[src/rtl/axis_word_packer.sv]
// AXI-Stream width converter: packs DATA_WIDTH samples into PACK_FACTOR-lane words,
// flushing a zero-padded partial word when input_last is accepted.
module axis_word_packer #(
  parameter int unsigned DATA_WIDTH   = 16,
  parameter int unsigned PACK_FACTOR  = 4,
  parameter int unsigned OUTPUT_WIDTH = DATA_WIDTH * PACK_FACTOR,
  parameter int unsigned COUNT_WIDTH  = $clog2(PACK_FACTOR + 1)
) (
  input  logic                    clk,
  input  logic                    rst,
  input  logic                    input_valid,
  output logic                    input_ready,
  input  logic [DATA_WIDTH-1:0]   input_data,
  input  logic                    input_last,
  output logic                    output_valid,
  input  logic                    output_ready,
  output logic [OUTPUT_WIDTH-1:0] output_data,
  output logic                    output_last,
  output logic [COUNT_WIDTH-1:0]  output_count
);

  localparam int unsigned CNT_W = (PACK_FACTOR > 1) ? $clog2(PACK_FACTOR) : 1;
  localparam logic [CNT_W-1:0] LAST_LANE = CNT_W'(PACK_FACTOR - 1);

  logic [CNT_W-1:0]        cnt;
  logic [OUTPUT_WIDTH-1:0] acc;
  logic [OUTPUT_WIDTH-1:0] word_c;
  logic                    accept;
  logic                    complete;

  // Input is blocked only while a finished word waits on a stalled consumer.
  assign input_ready = !output_valid || output_ready;
  assign accept      = input_valid && input_ready;
  assign complete    = accept && ((cnt == LAST_LANE) || input_last);

  // Accumulator with the incoming sample dropped into lane cnt; higher lanes are still zero.
  always_comb begin
    word_c = acc;
    for (int unsigned k = 0; k < PACK_FACTOR; k++) begin
      if (CNT_W'(k) == cnt) begin
        word_c[k*DATA_WIDTH +: DATA_WIDTH] = input_data;
      end
    end
  end

  always_ff @(posedge clk or posedge rst) begin
    if (rst) begin
      cnt          <= '0;
      acc          <= '0;
      output_valid <= 1'b0;
      output_data  <= '0;
      output_last  <= 1'b0;
      output_count <= '0;
    end else begin
      if (complete) begin
        output_data  <= word_c;
        output_count <= COUNT_WIDTH'(cnt) + COUNT_WIDTH'(1);
        output_last  <= input_last;
        output_valid <= 1'b1;
        cnt          <= '0;
        acc          <= '0;
      end else begin
        if (output_valid && output_ready) begin
          output_valid <= 1'b0;
        end
        if (accept) begin
          acc <= word_c;
          cnt <= cnt + CNT_W'(1);
        end
      end
    end
  end

endmodule
[config.mk]
export PLATFORM = sky130hd
export DESIGN_NAME = axis_word_packer
export DESIGN_NICKNAME = d
export VERILOG_FILES = /design/src/rtl/axis_word_packer.sv
export SDC_FILE = /design/constraint.sdc
export NUM_CORES = 1
export LEC_CHECK = 0
export ABC_AREA = 1
export BUFFER_PORTS_ARGS = -buffer_cell sky130_fd_sc_hd__buf_2
export CAP_MARGIN = 5
export CORE_UTILIZATION = 57
export DETAILED_ROUTE_END_ITERATION = 16
export HOLD_SLACK_MARGIN = 0.05
export PLACE_DENSITY = 0.78
export SKIP_CTS_REPAIR_TIMING = 1
export SYNTH_ARGS = -nofsm -noshare
export SYNTH_HDL_FRONTEND = slang
export SYNTH_SLANG_ARGS = --single-unit
[constraint.sdc]
create_clock -name clk -period 5.16 [get_ports clk]
set_clock_uncertainty 0.2 [all_clocks]
set_input_delay 0.516 -clock clk [delete_from_list [all_inputs] [get_ports clk]]
set_output_delay 0.516 -clock clk [all_outputs]
set_load 0.02 [all_outputs]
## Word level (Yosys, flattened, before mapping)

Cells that the tools add are included.
Widths: inputs -> output; s select.

- Reduce and logical (&&, ||, !) cells: 9
- Multiplexer cells: 10
- Equality and inequality tests: 4
- Add/subtract/negate cells: 2

Operators with widths:

| kind | count |
|---|---|
| $mux 64 | 2 |
| $mux 16 | 4 |
| $eq 2x2->1 const A | 2 |
| $mux 2 | 2 |
| $reduce_bool 2->1 | 2 |
| $add 2x1->3 const B | 1 |
| $logic_and 1x1->1 | 3 |
| $add 2x1->2 const B | 1 |
| $eq 1x2->1 const A | 1 |
| $eq 2x2->1 const B | 1 |
| $logic_not 2->1 | 1 |
| $logic_or 1x1->1 | 2 |
| $mux 1 | 2 |
| $logic_not 1->1 | 1 |

- Register bits: 135
- Word-level logic and storage cells: 31
- Output and inout bits: 70
- Bits of input ports: 21

## Longest topological paths before layout

- Depth after elaboration: 5
- Mapped depth: 9
- Mapped depth without buffers: 7

## Worst setup path before layout

No wires, ideal clock.

- Path kind: input -> register
- From: in output_ready
- To: reg output_data[0]
- Path buffers: 2
- Required time: 4.843 ns
- Cell stages on the path: 7
- Path slack: 3.463 ns
- Library setup time: 0.117 ns
- Arrival time: 1.380 ns
- Cell sequence: inv_1 -> nand2_1 -> nand3_2 -> buf_4 -> buf_6 -> nand2_1 -> nand2_1

- Cells in the longest elaborated chain, start to end: 3

RTL lines:

| item | RTL line | source |
|---|---|---|
| from (decl) | 16 | `input logic output_ready,` |
| $logic_or 1x1->1 | 32 | `assign input_ready = !output_valid \|\| output_ready;` |
| net input_ready | 12 | `output logic input_ready,` |
| $logic_and 1x1->1 | 33 | `assign accept = input_valid && input_ready;` |
| $logic_and 1x1->1 | 34 | `assign complete = accept && ((cnt == LAST_LANE) \|\| input_last);` |
| to (signal assigned) | 56 | `output_data <= word_c;` |
| to (decl) | 17 | `output logic [OUTPUT_WIDTH-1:0] output_data,` |

The timed path passes the listed nets, and every way through them passes these cells.
A chain may end at the register's enable or synchronous reset.

## Worst setup path after layout

- From: reg cnt[0]
- To: reg acc[2]

- Cells in the longest elaborated chain, start to end: 4
- Elaborated cells between the ends (all ways): 8
- Classes of those cells: eq/ne (1); mux (3); reduce/logical (4)

RTL lines:

| item | RTL line | source |
|---|---|---|
| from (decl) | 25 | `logic [CNT_W-1:0] cnt;` |
| from (signal assigned) | 68 | `cnt <= cnt + CNT_W'(1);` |
| $logic_not 2->1 or $eq 2x2->1 (tied branches) | 40, 34 |  |
| $mux 16 or $logic_or 1x1->1 (tied branches) | 40, 34 |  |
| $mux 64 or $logic_and 1x1->1 (tied branches) | 66, 34 |  |
| $mux 64 or $reduce_bool 2->1 (tied branches) | - |  |
| to (signal assigned) | 67 | `acc <= word_c;` |
| to (decl) | 26 | `logic [OUTPUT_WIDTH-1:0] acc;` |

Parallel ways exist; a longest one is shown, timed or not. The select of a mux whose other input is x is not followed.

==> results_dict.tcl <==
set metrics [dict create \
    status "finished, final reports clean" \
    synth_edf_count 0 \
    hold_viol_final 0 \
    ir_worst_vdd_mv 0.272 \
    ant_nets 0 \
    hp-class "primary input to async pin" \
    yosysMostFrequentCell "nand2_1" \
    avgViaCountPerCell 5.62 \
    cap_violations 0 \
    post-dp-hpwl_um 9590 \
    fin_nets 889 \
    firstDrtPassIters 5 \
    finalCritPeriodShare 0.641 \
    ys_warn_count 0 \
    setup_viol 0 \
    wl_per_cell_um 16.0 \
    cts_tree "built" \
    slew_violations 0 \
    period_minus_slack_ps 3310 \
    area_delta_synth_final_pct 15.2 \
    num_io_pins 91 \
    synth_cell_type_count 15 \
    path_cells "ha_1 -> inv_4 -> nand2_2 -> buf_4 -> inv_2 -> nand3_1 -> nand2_1" \
    power_density_mw_per_mm2 480 \
    synth_seq_cells 135 \
    synth_flop_cell "dfrtp_1" \
    grt_pass1_vias 5405 \
    wl_um 16200 \
    crit_type "flop to flop" \
    place.port_buffers 90 \
    overflow 0 \
    clk_path_buf_depth 2 \
    core_mm2 0.0105 \
    vias 5690 \
    postLayoutCellArea_mm2 0.00716 \
    slew_headroom 0.160 \
    wl_met3_um 1280 \
    yosysSeqAreaShare 0.543 \
    insertion_delay_ps 530 \
    rows 37 \
    cp.arrival_ps 3510 \
    fp.dieArea_mm2 0.0113 \
    globalplace.congestion 0.814 \
    fin_cells 1012 \
    postSynthAreaPerCell_um2 7.73 \
    post-synth-top-area-cell "dfrtp_1" \
    yosysTopAreaCellShare 0.543 \
    syn_inst 804 \
    worstMarginPinSlew_ps 1260 \
    highest_layer "met4" \
    gr-usage-all-layers 0.301 \
    cts_buffers 17 \
    die_y_um 106 \
    cts.htree.levels 4 \
    worstPathRequired_ps 5370 \
    wl_met1_um 6640 \
    max_stage_delay_ps 650 \
    cts-root-buf "clkbuf_8" \
    layout-drive-gt1-share 0.152 \
    placedCellCount 980 \
    critPathSlowestCell "inv_2" \
    synthTopCellsByCount "nand2_1, dfrtp_1, nand3_1" \
    power.leakage_nw 4.29 \
    clkSinkCount 135 \
    end_kind "flop" \
    antenna_found_initial 0 \
    place_area_mm2 0.00657 \
    synth_area_leaders "dfrtp_1, nand2_1, nand3_1, buf_2, buf_4" \
    drc 0 \
    crit_fanout 67 \
    rsz0062_at_grt "false" \
    fmax_ghz 0.302 \
    finalSetupTns_ps 0 \
    initial_core_util 0.594 \
    synth_area_mm2 0.00622 \
    syn_nets 829 \
    first_iter_violations 504 \
    wl_met2_um 7530 \
    grt_pass1_wl_um 26300 \
    grt_max_degree 133 \
    synth-async-reset-ratio 1.00 \
    clk_pin_slew_ps 60 \
    die-width_um 106 \
    worst_hold_slack_ps 49.4 \
    n_antenna_cell 0 \
    cp-start-kind "flop" \
]
==> metal layers <==
layer | vias to the layer above | track usage
met1 | 2740 | 0.394
met2 | 264 | 0.474
met3 | 57 | 0.0754
met4 | 0 | 0.135
li1 | 2629 | -
met5 | - | 0
==> worst paths after layout <==
check                           slack (ps)                   startpoint  cells past startpoint                          end
worst max register to register        1850           cnt[0]$_DFFE_PP0P_                      7           acc[2]$_DFFE_PP0P_
worst max-delay path                  1850           cnt[0]$_DFFE_PP0P_                      7           acc[2]$_DFFE_PP0P_
worst min-delay path                    50                          rst                      2   output_data[5]$_DFFE_PP0P_
min in group clk                       190                  input_valid                      3  output_count[1]$_DFFE_PP0P_
max in group asynchronous             3530                          rst                      3  output_data[39]$_DFFE_PP0P_
worst min register to register         270  output_data[40]$_DFFE_PP0P_                      2  output_data[40]$_DFFE_PP0P_
==> layout by cell type (no fill, tap or decap) <==
cell type      instances
a21oi_4                1
buf_2                 90
buf_4                  4
bufinv_16              3
clkbuf_16             16
clkbuf_8               2
clkinv_2               5
clkinv_4               3
clkinvlp_4             2
dfrtp_1              135
dlygate4sd3_1          1
ha_1                   4
inv_1                  7
inv_2                  2
inv_4                  2
nand2_1              464
nand2_2                2
nand3_1              130
nand3_2                1
nand4_1                2
==> cells by family (layout without fill, tap and decap cells) <==
kind of cell               count (synthesis)  count (layout)  synth area share
AOI/OAI and AO/OA                          1               1           0.00262
buffers and inverters                     65             137            0.0561
and+or+nand+nor                          599             599             0.390
adders and majority gates                  4               4           0.00805
DFF                                      135             135             0.543
==> sequential cells by signal, summed over array words and instances (netlist names) <==
signal and cells:
cnt 2, acc 64, output_data 64, output_valid 1, output_last 1, output_count 3
==> power by group <==
| part | total (mW) | internal [mW] | switching, mW |
|---|---|---|---|
| Clock | 1.20 | 0.743 | 0.462 |
| Combinational | 0.866 | 0.252 | 0.614 |
| Sequential | 1.37 | 1.26 | 0.111 |
==> area by class of cell <==
cell class | instances | area, µm²
well taps | 136 | 170
repair buffers | 95 | 490
clock inverters | 13 | 156
multi-input cells | 604 | 2490
fillers | 857 | 3300
inverters | 11 | 46.3
clock buffers | 18 | 428
flip-flops and latches | 135 | 3380
==> critical path, delay by kind of cell, from the launching register on <==
family / cells / cell delay (ps)
adders and majority gates: 1 / 590
buffers and inverters: 3 / 1440
and+or+nand+nor: 3 / 490
DFF: 1 / 400
==> per-stage QoR <==
stage	total power, mW	setup slack, ps	util
global placement	2.20	2120	0.628
floorplan	1.98	833	-
global route	3.60	1630	0.685
finish	3.44	1850	0.685
detailed placement	2.23	1920	0.628
CTS	3.44	1890	0.684
No activity file was read; power rests on OpenSTA's default activity.
